===== src/rtl/usb_reg_arbiter_if.sv =====
// Register-bus bundle seen by usb_reg_arbiter: USB front-end side, internal
// master side and register-decode side. slave = arbiter view, master = environment view.
interface usb_reg_arbiter_if #(
  parameter int pBYTECNT_SIZE = 7
);
  // USB register front-end
  logic [7:0]               usb_address;
  logic [pBYTECNT_SIZE-1:0] usb_bytecnt;
  logic [7:0]               usb_datao;
  logic                     usb_read;
  logic                     usb_write;
  logic                     usb_addrvalid;
  logic [7:0]               usb_datai;

  // Internal master
  logic                     int_req;
  logic                     int_wr;
  logic [7:0]               int_address;
  logic [pBYTECNT_SIZE-1:0] int_bytecnt;
  logic [7:0]               int_wdata;
  logic                     int_gnt;
  logic                     int_done;
  logic                     int_err;
  logic [7:0]               int_rdata;

  // Register decode
  logic [7:0]               reg_address;
  logic [pBYTECNT_SIZE-1:0] reg_bytecnt;
  logic [7:0]               reg_datao;
  logic                     reg_read;
  logic                     reg_write;
  logic                     reg_addrvalid;
  logic [7:0]               reg_datai;

  modport slave (
    input  usb_address, usb_bytecnt, usb_datao, usb_read, usb_write, usb_addrvalid,
    output usb_datai,
    input  int_req, int_wr, int_address, int_bytecnt, int_wdata,
    output int_gnt, int_done, int_err, int_rdata,
    output reg_address, reg_bytecnt, reg_datao, reg_read, reg_write, reg_addrvalid,
    input  reg_datai
  );

  modport master (
    output usb_address, usb_bytecnt, usb_datao, usb_read, usb_write, usb_addrvalid,
    input  usb_datai,
    output int_req, int_wr, int_address, int_bytecnt, int_wdata,
    input  int_gnt, int_done, int_err, int_rdata,
    input  reg_address, reg_bytecnt, reg_datao, reg_read, reg_write, reg_addrvalid,
    output reg_datai
  );
endinterface


===== src/rtl/usb_reg_arbiter.sv =====
// Shares the 8-bit register bus between USB (always wins, never stalled) and one
// internal master. Define REG_ARB_INT_WRITE_EN to allow internal writes; otherwise they are rejected.
module usb_reg_arbiter #(
  parameter int pBYTECNT_SIZE = 7,
  parameter int pIDLE_GUARD   = 4
) (
  input logic               cwusb_clk,
  input logic               resetn,
  usb_reg_arbiter_if.slave  bus
);

`ifdef REG_ARB_INT_WRITE_EN
  localparam bit WR_EN = 1'b1;
`else
  localparam bit WR_EN = 1'b0;
`endif

  localparam logic [3:0] GUARD_LAST = 4'(pIDLE_GUARD - 1);

  typedef enum logic [2:0] {
    S_IDLE,
    S_GUARD,
    S_SETUP,
    S_ACCESS,
    S_CAPTURE,
    S_DONE
  } state_e;

  state_e     state_q, state_d;
  logic [3:0] guard_cnt_q, guard_cnt_d;
  logic [7:0] rdata_q, rdata_d;
  logic       err_q, err_d;

  logic usb_busy;
  logic int_phase;
  logic int_own;
  logic reject_wr;

  assign usb_busy  = bus.usb_read | bus.usb_write | ~bus.usb_addrvalid;
  assign int_phase = (state_q == S_SETUP) | (state_q == S_ACCESS) | (state_q == S_CAPTURE);
  // Combinational on usb_busy so a USB access takes the bus in the very cycle it appears.
  assign int_own   = int_phase & ~usb_busy;
  assign reject_wr = bus.int_wr & ~WR_EN;

  // NOTE: every variable gets a default before the case so no path leaves it unassigned (no latches).
  always_comb begin
    state_d     = state_q;
    guard_cnt_d = guard_cnt_q;
    rdata_d     = rdata_q;
    err_d       = 1'b0;
    unique case (state_q)
      S_IDLE: begin
        if (bus.int_req) begin
          if (reject_wr) begin
            state_d = S_DONE;
            err_d   = 1'b1;
          end else begin
            // The request cycle itself counts as the first idle cycle of the window.
            state_d     = S_GUARD;
            guard_cnt_d = usb_busy ? 4'd0 : 4'd1;
          end
        end
      end
      S_GUARD: begin
        if (!bus.int_req) begin
          state_d     = S_IDLE;
          guard_cnt_d = 4'd0;
        end else if (usb_busy) begin
          guard_cnt_d = 4'd0;
        end else if (guard_cnt_q >= GUARD_LAST) begin
          state_d     = S_SETUP;
          guard_cnt_d = 4'd0;
        end else begin
          guard_cnt_d = guard_cnt_q + 4'd1;
        end
      end
      S_SETUP: begin
        if (usb_busy) begin
          state_d     = S_GUARD;
          guard_cnt_d = 4'd0;
        end else begin
          state_d = S_ACCESS;
        end
      end
      S_ACCESS: begin
        if (usb_busy) begin
          state_d     = S_GUARD;
          guard_cnt_d = 4'd0;
        end else begin
          state_d = bus.int_wr ? S_DONE : S_CAPTURE;
        end
      end
      S_CAPTURE: begin
        if (usb_busy) begin
          state_d     = S_GUARD;
          guard_cnt_d = 4'd0;
        end else begin
          rdata_d = bus.reg_datai;
          state_d = S_DONE;
        end
      end
      S_DONE:  state_d = S_IDLE;
      default: state_d = S_IDLE;
    endcase
  end

  // NOTE: sequential state uses non-blocking assignments only, so every flop samples pre-edge values.
  always_ff @(posedge cwusb_clk or negedge resetn) begin
    if (!resetn) begin
      state_q     <= S_IDLE;
      guard_cnt_q <= 4'd0;
      rdata_q     <= 8'h00;
      err_q       <= 1'b0;
    end else begin
      state_q     <= state_d;
      guard_cnt_q <= guard_cnt_d;
      rdata_q     <= rdata_d;
      err_q       <= err_d;
    end
  end

  logic [7:0]               address_mux;
  logic [pBYTECNT_SIZE-1:0] bytecnt_mux;
  logic [7:0]               datao_mux;
  logic                     read_mux;
  logic                     write_mux;
  logic                     addrvalid_mux;

  always_comb begin
    address_mux   = bus.usb_address;
    bytecnt_mux   = bus.usb_bytecnt;
    datao_mux     = bus.usb_datao;
    read_mux      = bus.usb_read;
    write_mux     = bus.usb_write;
    addrvalid_mux = bus.usb_addrvalid;
    if (int_own) begin
      address_mux   = bus.int_address;
      bytecnt_mux   = bus.int_bytecnt;
      datao_mux     = bus.int_wdata;
      addrvalid_mux = (state_q != S_SETUP);
      read_mux      = (state_q == S_ACCESS) & ~bus.int_wr;
      write_mux     = (state_q == S_ACCESS) & bus.int_wr & WR_EN;
    end
  end

  assign bus.reg_address   = address_mux;
  assign bus.reg_bytecnt   = bytecnt_mux;
  assign bus.reg_datao     = datao_mux;
  assign bus.reg_read      = read_mux;
  assign bus.reg_write     = write_mux;
  assign bus.reg_addrvalid = addrvalid_mux;

  assign bus.usb_datai = bus.reg_datai;
  assign bus.int_done  = (state_q == S_DONE);
  assign bus.int_err   = err_q;
  // A rejected write never touches the bus, so it is not reported as a grant.
  assign bus.int_gnt   = (int_phase | (state_q == S_DONE)) & ~err_q;
  assign bus.int_rdata = rdata_q;

endmodule

===== src/flat_wrapper.sv =====
// flat-port wrapper written by rule: the top's interface ports become plain ports
module usb_reg_arbiter_flat 
#(
  parameter int pBYTECNT_SIZE = 7,
  parameter int pIDLE_GUARD   = 4
)
  (cwusb_clk, resetn, bus_usb_address, bus_usb_bytecnt, bus_usb_datao, bus_usb_read, bus_usb_write, bus_usb_addrvalid, bus_usb_datai, bus_int_req, bus_int_wr, bus_int_address, bus_int_bytecnt, bus_int_wdata, bus_int_gnt, bus_int_done, bus_int_err, bus_int_rdata, bus_reg_address, bus_reg_bytecnt, bus_reg_datao, bus_reg_read, bus_reg_write, bus_reg_addrvalid, bus_reg_datai);
  usb_reg_arbiter_if #(.pBYTECNT_SIZE(pBYTECNT_SIZE)) bus_i ();
  input logic cwusb_clk;
  input logic resetn;
  input wire logic [$bits(bus_i.usb_address)-1:0] bus_usb_address;
  input wire logic [$bits(bus_i.usb_bytecnt)-1:0] bus_usb_bytecnt;
  input wire logic [$bits(bus_i.usb_datao)-1:0] bus_usb_datao;
  input wire logic [$bits(bus_i.usb_read)-1:0] bus_usb_read;
  input wire logic [$bits(bus_i.usb_write)-1:0] bus_usb_write;
  input wire logic [$bits(bus_i.usb_addrvalid)-1:0] bus_usb_addrvalid;
  output wire logic [$bits(bus_i.usb_datai)-1:0] bus_usb_datai;
  input wire logic [$bits(bus_i.int_req)-1:0] bus_int_req;
  input wire logic [$bits(bus_i.int_wr)-1:0] bus_int_wr;
  input wire logic [$bits(bus_i.int_address)-1:0] bus_int_address;
  input wire logic [$bits(bus_i.int_bytecnt)-1:0] bus_int_bytecnt;
  input wire logic [$bits(bus_i.int_wdata)-1:0] bus_int_wdata;
  output wire logic [$bits(bus_i.int_gnt)-1:0] bus_int_gnt;
  output wire logic [$bits(bus_i.int_done)-1:0] bus_int_done;
  output wire logic [$bits(bus_i.int_err)-1:0] bus_int_err;
  output wire logic [$bits(bus_i.int_rdata)-1:0] bus_int_rdata;
  output wire logic [$bits(bus_i.reg_address)-1:0] bus_reg_address;
  output wire logic [$bits(bus_i.reg_bytecnt)-1:0] bus_reg_bytecnt;
  output wire logic [$bits(bus_i.reg_datao)-1:0] bus_reg_datao;
  output wire logic [$bits(bus_i.reg_read)-1:0] bus_reg_read;
  output wire logic [$bits(bus_i.reg_write)-1:0] bus_reg_write;
  output wire logic [$bits(bus_i.reg_addrvalid)-1:0] bus_reg_addrvalid;
  input wire logic [$bits(bus_i.reg_datai)-1:0] bus_reg_datai;
  assign bus_i.usb_address = bus_usb_address;
  assign bus_i.usb_bytecnt = bus_usb_bytecnt;
  assign bus_i.usb_datao = bus_usb_datao;
  assign bus_i.usb_read = bus_usb_read;
  assign bus_i.usb_write = bus_usb_write;
  assign bus_i.usb_addrvalid = bus_usb_addrvalid;
  assign bus_usb_datai = bus_i.usb_datai;
  assign bus_i.int_req = bus_int_req;
  assign bus_i.int_wr = bus_int_wr;
  assign bus_i.int_address = bus_int_address;
  assign bus_i.int_bytecnt = bus_int_bytecnt;
  assign bus_i.int_wdata = bus_int_wdata;
  assign bus_int_gnt = bus_i.int_gnt;
  assign bus_int_done = bus_i.int_done;
  assign bus_int_err = bus_i.int_err;
  assign bus_int_rdata = bus_i.int_rdata;
  assign bus_reg_address = bus_i.reg_address;
  assign bus_reg_bytecnt = bus_i.reg_bytecnt;
  assign bus_reg_datao = bus_i.reg_datao;
  assign bus_reg_read = bus_i.reg_read;
  assign bus_reg_write = bus_i.reg_write;
  assign bus_reg_addrvalid = bus_i.reg_addrvalid;
  assign bus_i.reg_datai = bus_reg_datai;
  usb_reg_arbiter #(.pBYTECNT_SIZE(pBYTECNT_SIZE), .pIDLE_GUARD(pIDLE_GUARD)) u_core (.cwusb_clk(cwusb_clk), .resetn(resetn), .bus(bus_i));
endmodule

===== config.mk =====
export PLATFORM = sky130hd
export DESIGN_NAME = usb_reg_arbiter_flat
export DESIGN_NICKNAME = d
export VERILOG_FILES = /design/src/rtl/usb_reg_arbiter_if.sv /design/src/rtl/usb_reg_arbiter.sv /design/src/flat_wrapper.sv
export SDC_FILE = /design/constraint.sdc
export NUM_CORES = 1
export LEC_CHECK = 0
export ABC_AREA = 1
export CORE_MARGIN = 5
export CORE_UTILIZATION = 34
export CTS_CLUSTER_SIZE = 14
export DETAILED_ROUTE_END_ITERATION = 12
export PLACE_DENSITY = 0.86
export SETUP_SLACK_MARGIN = 0.15
export SYNTH_ARGS = -nofsm -noshare
export SYNTH_HDL_FRONTEND = slang
export SYNTH_SLANG_ARGS = --single-unit

===== constraint.sdc =====
create_clock -name cwusb_clk -period 2.8 [get_ports cwusb_clk]
set_input_delay 0.7 -clock cwusb_clk [delete_from_list [all_inputs] [get_ports cwusb_clk]]
set_output_delay 0.7 -clock cwusb_clk [all_outputs]
set_load 0.01 [all_outputs]

==> metrics.cfg, run 1 <==
[drt]
num_vias=1479
drtAntennaViolNets=0
firstDrtPassIters=4
first_iter_violations=56
drt-total-wl_um=4296
wl_per_cell_um=12.94
drc=0
vias_per_cell=4.455

[timing]
rsz0062_at_grt=no
finalMaxSlewViolations=0
setup_violations=0
timing.final.crit_share_pct=90.71
worst_pin_slew_ns=0.7346
fin_skew_ns=0.002373
fmaxAchievable_mhz=393.7
maxSlewHeadroom_pct=50.87
period_minus_slack_ns=2.540
setup_tns_ns=0
hold_violations=0

[flow_run]
max-cap-violations=0

[placed_design]
postPlaceCellArea_mm2=0.002251
hpwl_um=3372
gp_congestion=0.9427
io_buffers=105

[die]
fp-row-count=21
ioPinCount=106
die-area_mm2=0.004834
die_x_um=69.53
core_mm2=0.003390
die_h_um=69.53
initial_core_util_pct=35.55

[yosys]
yosysTopAreaCellShare_pct=33.23
synthTopCellsByCount=89 x nand2_1, 16 x dfrtp_1, 15 x inv_1, 11 x nor2_1, 9 x o21ai_0
synth_edf_count=0
async_reset_ff_share_pct=100.0
syn_area_per_cell_um2=6.657
post-synth-top-area-cell=dfrtp_1
ys_ff_latch=16
post_synth_inst_count=181
yosysSeqAreaShare_pct=33.23
ys_types=23
synth.net_count=243
synth_area_leaders=dfrtp_1 33%, nand2_1 28%, buf_4 5.0%
syn_area_mm2=0.001205
ys_warn_count=0
yosys.cell_count.top_type=nand2_1
ys.flop_type=dfrtp_1

[worst_setup_path]
worstSetupPathType=primary input to primary output
crit_arrival_ns=1.84
crit_path_max_fanout=11
worst_ep_required_time_ns=2.10
end_kind=primary output
start_kind=primary input

[global_route]
grt_pass1_wl_um=6996
grt_max_degree=25
grtUsageTotal_pct=17.51
antenna_found_initial=0
grt_pass1_vias=1421
overflow=0

[clock_network]
cts_tree=built
cts.hold.buffers_added=0
clkSlewWorstSetupHoldPaths_ns=0.09
cts_buffers=3
clock-root-buffer=clkbuf_4
cts_sinks=16
clock_latency_ns=0.28
clock_path_buffers=2
h-tree-depth=1

[min_path]
hp-class=flop to flop

[finish]
stdcell_area_mm2=0.002228
n_antenna_cell=0
drive_gt1_share_pct=17.48
post-route-util_pct=65.74
final_nets=349
areaGrowthSynthToFinish_pct=84.94

[power_and_ir_drop]
p_total_w=0.001178
peakVddDrop_uv=418.2
power_density_mw_per_mm2=528.6
p_leak_nw=1.143

[status]
status=finished, final reports clean

==> cell type report <==
| cell class | count | area, um^2 |
|---|---|---|
| timing repair buffer | 115 | 1046 |
| multi-input combinational | 134 | 623.1 |
| sequential | 16 | 401.6 |
| fill | 294 | 1161 |
| tap | 46 | 57.56 |
| inverter | 17 | 63.81 |
| clock buffer | 4 | 36.28 |
==> cell families (layout without fill, tap and decap cells) <==
kind of cell	Yosys count	after routing	synth area share [%]
compound gates	17	17	8.930
fa+ha+maj	1	1	1.038
buf+inv	31	136	15.26
simple gates	116	116	41.54
flops	16	16	33.23
==> final timing paths <==
kind / startpoint / slack [ns] / cells after the start / to
max in group asynchronous: resetn / 1.45 / 1 / u_core.state_q[2]$_DFFE_PN0P_
setup / recovery: bus_usb_write / 0.26 / 9 / bus_reg_address[6]
hold / removal: u_core.guard_cnt_q[1]$_DFFE_PN0P_ / 0.49 / 2 / u_core.guard_cnt_q[1]$_DFFE_PN0P_
hold reg to reg: u_core.guard_cnt_q[1]$_DFFE_PN0P_ / 0.49 / 2 / u_core.guard_cnt_q[1]$_DFFE_PN0P_
setup reg to reg: u_core.state_q[1]$_DFFE_PN0P_ / 1.23 / 8 / u_core.state_q[2]$_DFFE_PN0P_
min in group asynchronous: resetn / 0.84 / 1 / u_core.bus.int_rdata[7]$_DFFE_PN0P_
==> state kept, by name, indices dropped and copies added (netlist names) <==
signal,cells
u_core.bus.int_err,1
u_core.state_q,3
u_core.bus.int_rdata,8
u_core.guard_cnt_q,4
==> layout by cell type, fill, tap and decap left out, drive strengths merged <==
cell and n:
nand2 94, clkdlybuf4s50 78, buf 33, inv 17
dfrtp 16, nor2 12, o21ai 11, nand3 7
dlygate4sd2 4, clkbuf 4, a21oi 3, o21bai 2
nand4 2, a21boi 1, nand3b 1, ha 1
==> worst max-delay path, cell delays in order <==
cell and delay (ns):
dlygate4sd2_1 0.25, nor2_2 0.14, nand2_2 0.10, a21oi_4 0.15
buf_6 0.13, buf_16 0.12, nand2_1 0.05, nand2_1 0.05
buf_2 0.13
==> repair_timing <==
| item | CTS | global route |
|---|---|---|
| pin swaps | 2 | 2 |
| gates resized for setup | 83 | 18 |
| setup buffers | 2 | 1 |
| endpoints found under the setup margin | 25 | 18 |
| gates cloned | 1 | 0 |
==> report_power, final <==
part	switching, W	total (W)	internal (W)
clock network	0.0000744	0.000154	0.0000791
logic	0.000336	0.000668	0.000332
registers	0.0000634	0.000357	0.000293
total	0.000474	0.00118	0.000704
==> routing by layer <==
metal / up-vias / wire [um] / GRT usage [%]
met5: - / 0 / 0
met4: 0 / 38 / 5.206
met3: 4 / 409 / 4.493
met2: 81 / 1925 / 28.50
met1: 636 / 1922 / 22.68
li1: 758 / - / -
==> stage by stage <==
stage / worst slack, ns / std cells / hold slack, ns
6_report: 0.2602 / 332 / 0.4912
4_1_cts: 0.1708 / 331 / 0.4950
3_5_place_dp: -0.3333 / 324 / 0.4720
2_1_floorplan: 0.6821 / 181 / 0.4044
3_3_place_gp: -0.2652 / 324 / 0.4633
5_1_grt: 0.1736 / 332 / 0.5178
(Power assumes the default switching activity.)
==> run 2: changes to the inputs <==
--- a/config.mk
+++ b/config.mk
@@ -7,10 +7,12 @@
 export LEC_CHECK = 0
 export ABC_AREA = 1
 export CORE_MARGIN = 5
-export CORE_UTILIZATION = 34
+export CORE_UTILIZATION = 32
+export CTS_BUF_LIST = sky130_fd_sc_hd__clkbuf_4 sky130_fd_sc_hd__clkbuf_8
 export CTS_CLUSTER_SIZE = 14
 export DETAILED_ROUTE_END_ITERATION = 12
-export PLACE_DENSITY = 0.86
+export MAX_ROUTING_LAYER = met4
+export PLACE_DENSITY = 0.82
 export SETUP_SLACK_MARGIN = 0.15
 export SYNTH_ARGS = -nofsm -noshare
 export SYNTH_HDL_FRONTEND = slang
==> constraint.sdc (replaced) <==
create_clock -name cwusb_clk -period 2.4 [get_ports cwusb_clk]
set_input_delay 0.6 -clock cwusb_clk [delete_from_list [all_inputs] [get_ports cwusb_clk]]
set_output_delay 0.6 -clock cwusb_clk [all_outputs]
set_load 0.01 [all_outputs]
==> run 2 against run 1 <==
  * Via count grew 8.6%
  * Clock-buffer cell count is the same
  * Flip-flop and latch count unchanged
  * Combinational power is 49% higher
  * Largest power group unchanged
  * Highest routed layer unchanged
==> metrics.cfg, run 2 (synthesized netlist as in run 1, its figures left out) <==
[placed_design]
postPlaceCellArea_mm2=0.002268
io_buffers=105
gp_congestion=0.8876
hpwl_um=3215
numPlacedInstances=328

[drt]
drtAntennaViolNets=0
vias_per_cell=4.615
num_vias=1606
drt-total-wl_um=4752
first_iter_violations=59
firstDrtPassIters=5
drc=0
wl_per_cell_um=13.66

[clock_network]
clkSlewWorstSetupHoldPaths_ns=0.06
clock_path_buffers=2
cts_buffers=3
clock_latency_ns=0.25
cts_tree=built
cts_sinks=16
clock-root-buffer=clkbuf_8
h-tree-depth=1

[finish]
instances_no_fill=348
largest_reg_flops=8
post-route-util_pct=70.68
drive_gt1_share_pct=28.33
stdcell_area_mm2=0.002587
nFillCells=298
final_cell_mix=72 x nand2_1, 71 x clkdlybuf4s50_1, 19 x buf_2, 15 x inv_1, 15 x buf_4
final_nets=363
n_antenna_cell=0
areaGrowthSynthToFinish_pct=114.7
final_common_cell=nand2_1

[worst_setup_path]
path_common_cell=nand2_1
start_kind=flop
worstSetupPathType=flop to primary output
crit_arrival_ns=1.68
slowest_delay_ns=0.45
slowest_stage=dfrtp_2
crit_path_max_fanout=6
crit_chain=nor2_4, nand2_4, a21oi_4, buf_4, buf_6, buf_16, nand2_1, nand2_1, buf_2
end_kind=primary output
worst_ep_required_time_ns=1.80

[die]
fp-row-count=22
die-area_mm2=0.005092
initial_core_util_pct=32.91
die_h_um=71.36
die_x_um=71.36
core_mm2=0.003661
ioPinCount=106

[timing]
timing.final.crit_share_pct=94.95
maxSlewHeadroom_pct=53.25
setup_violations=0
finalMaxSlewViolations=0
worst_pin_slew_ns=0.6990
hold_ws_ns=0.4858
period_minus_slack_ns=2.279
fmaxAchievable_mhz=438.8
hold_violations=0
rsz0062_at_grt=yes
fin_skew_ns=0.001336

[global_route]
grtUsageTotal_pct=18.11
overflow=0
antenna_found_initial=0
grt_max_degree=17
grt_pass1_vias=1559
grt_pass1_wl_um=7251

[status]
status=finished, final reports clean

[power_and_ir_drop]
power_density_mw_per_mm2=632.8
peakVddDrop_uv=568.1
p_total_w=0.001637
p_leak_nw=1.349

[min_path]
hp-class=flop to flop

[flow_run]
max-cap-violations=0

[run 2: cell count changes in the layout (fill, tap and decap cells not counted), sizes merged]
cell           delta
dlymetal6s2s      +5
dlygate4sd2       -1
clkbuf            +1
nand2             +1
clkdlybuf4s50     -7
buf              +15
[run 2: worst paths after layout]
kind                                                      from                                  end  slack (ns)  depth (start not counted)
setup / recovery                 u_core.state_q[0]$_DFFE_PN0P_                     bus_reg_datao[6]        0.12                          9
hold reg to reg            u_core.bus.int_rdata[2]$_DFFE_PN0P_  u_core.bus.int_rdata[2]$_DFFE_PN0P_        0.49                          2
hold / removal             u_core.bus.int_rdata[2]$_DFFE_PN0P_  u_core.bus.int_rdata[2]$_DFFE_PN0P_        0.49                          2
min in group asynchronous                               resetn  u_core.bus.int_rdata[3]$_DFFE_PN0P_        0.77                          1
max in group asynchronous                               resetn        u_core.state_q[0]$_DFFE_PN0P_        1.14                          1
setup reg to reg                 u_core.state_q[1]$_DFFE_PN0P_    u_core.guard_cnt_q[0]$_DFFE_PN0P_        0.90                          8
[run 2: worst max-delay path: cells and delay by family (launching register included)]
family / cells / cell delay (ns)
buffers and inverters: 4 / 0.45
AOI/OAI and AO/OA: 1 / 0.18
and+or+nand+nor: 4 / 0.33
DFF: 1 / 0.45
[run 2: through the flow]
step | setup WS, ns | TNS [ns]
after global placement | -0.4759 | -10.73
after detailed placement | -0.5058 | -11.39
final | 0.1213 | 0
after floorplan | 0.4821 | 0
after global routing | 0.02666 | 0
after CTS | 0.07473 | 0
[run 2: final cells by class]
class | count | area [um^2] | share of cell area, %
repair buffers | 128 | 1245 | 48.11
multi-input cells | 135 | 753.2 | 29.11
inverters | 17 | 71.32 | 2.756
flip-flops and latches | 16 | 402.9 | 15.57
clock buffers | 4 | 55.05 | 2.128
well taps | 48 | 60.06 | 2.321
[run 2: routing by layer]
| layer | GRT usage, % | wire [um] |
|---|---|---|
| met1 | 21.39 | 1928 |
| met2 | 30.51 | 2263 |
| met3 | 5.049 | 510 |
| met4 | 4.175 | 50 |
| met5 | - | 0 |
[run 2: repair_timing]
item | CTS | global route
endpoints found under the hold margin | 0 | 0
buffers inserted | 8 | 4
pin swaps | 3 | 14
resized for setup | 118 | 40
hold buffers | 0 | 0
gates cloned | 4 | 0
endpoints found under the setup margin | 26 | 29
[run 2: power by group]
group / internal, W / leakage, nW / switching (W)
logic: 0.000495 / 1.11 / 0.000500
clock network: 0.000146 / 0.0288 / 0.0000891
registers: 0.000345 / 0.212 / 0.0000626
==> run 3: changes to the inputs <==
--- a/config.mk
+++ b/config.mk
@@ -14,6 +14,7 @@
 export MAX_ROUTING_LAYER = met4
 export PLACE_DENSITY = 0.82
 export SETUP_SLACK_MARGIN = 0.15
+export SLEW_MARGIN = 20
 export SYNTH_ARGS = -nofsm -noshare
 export SYNTH_HDL_FRONTEND = slang
 export SYNTH_SLANG_ARGS = --single-unit
==> results of run 3 <==
Same layout as run 2: the final DEF is identical, and so are final timing and power.
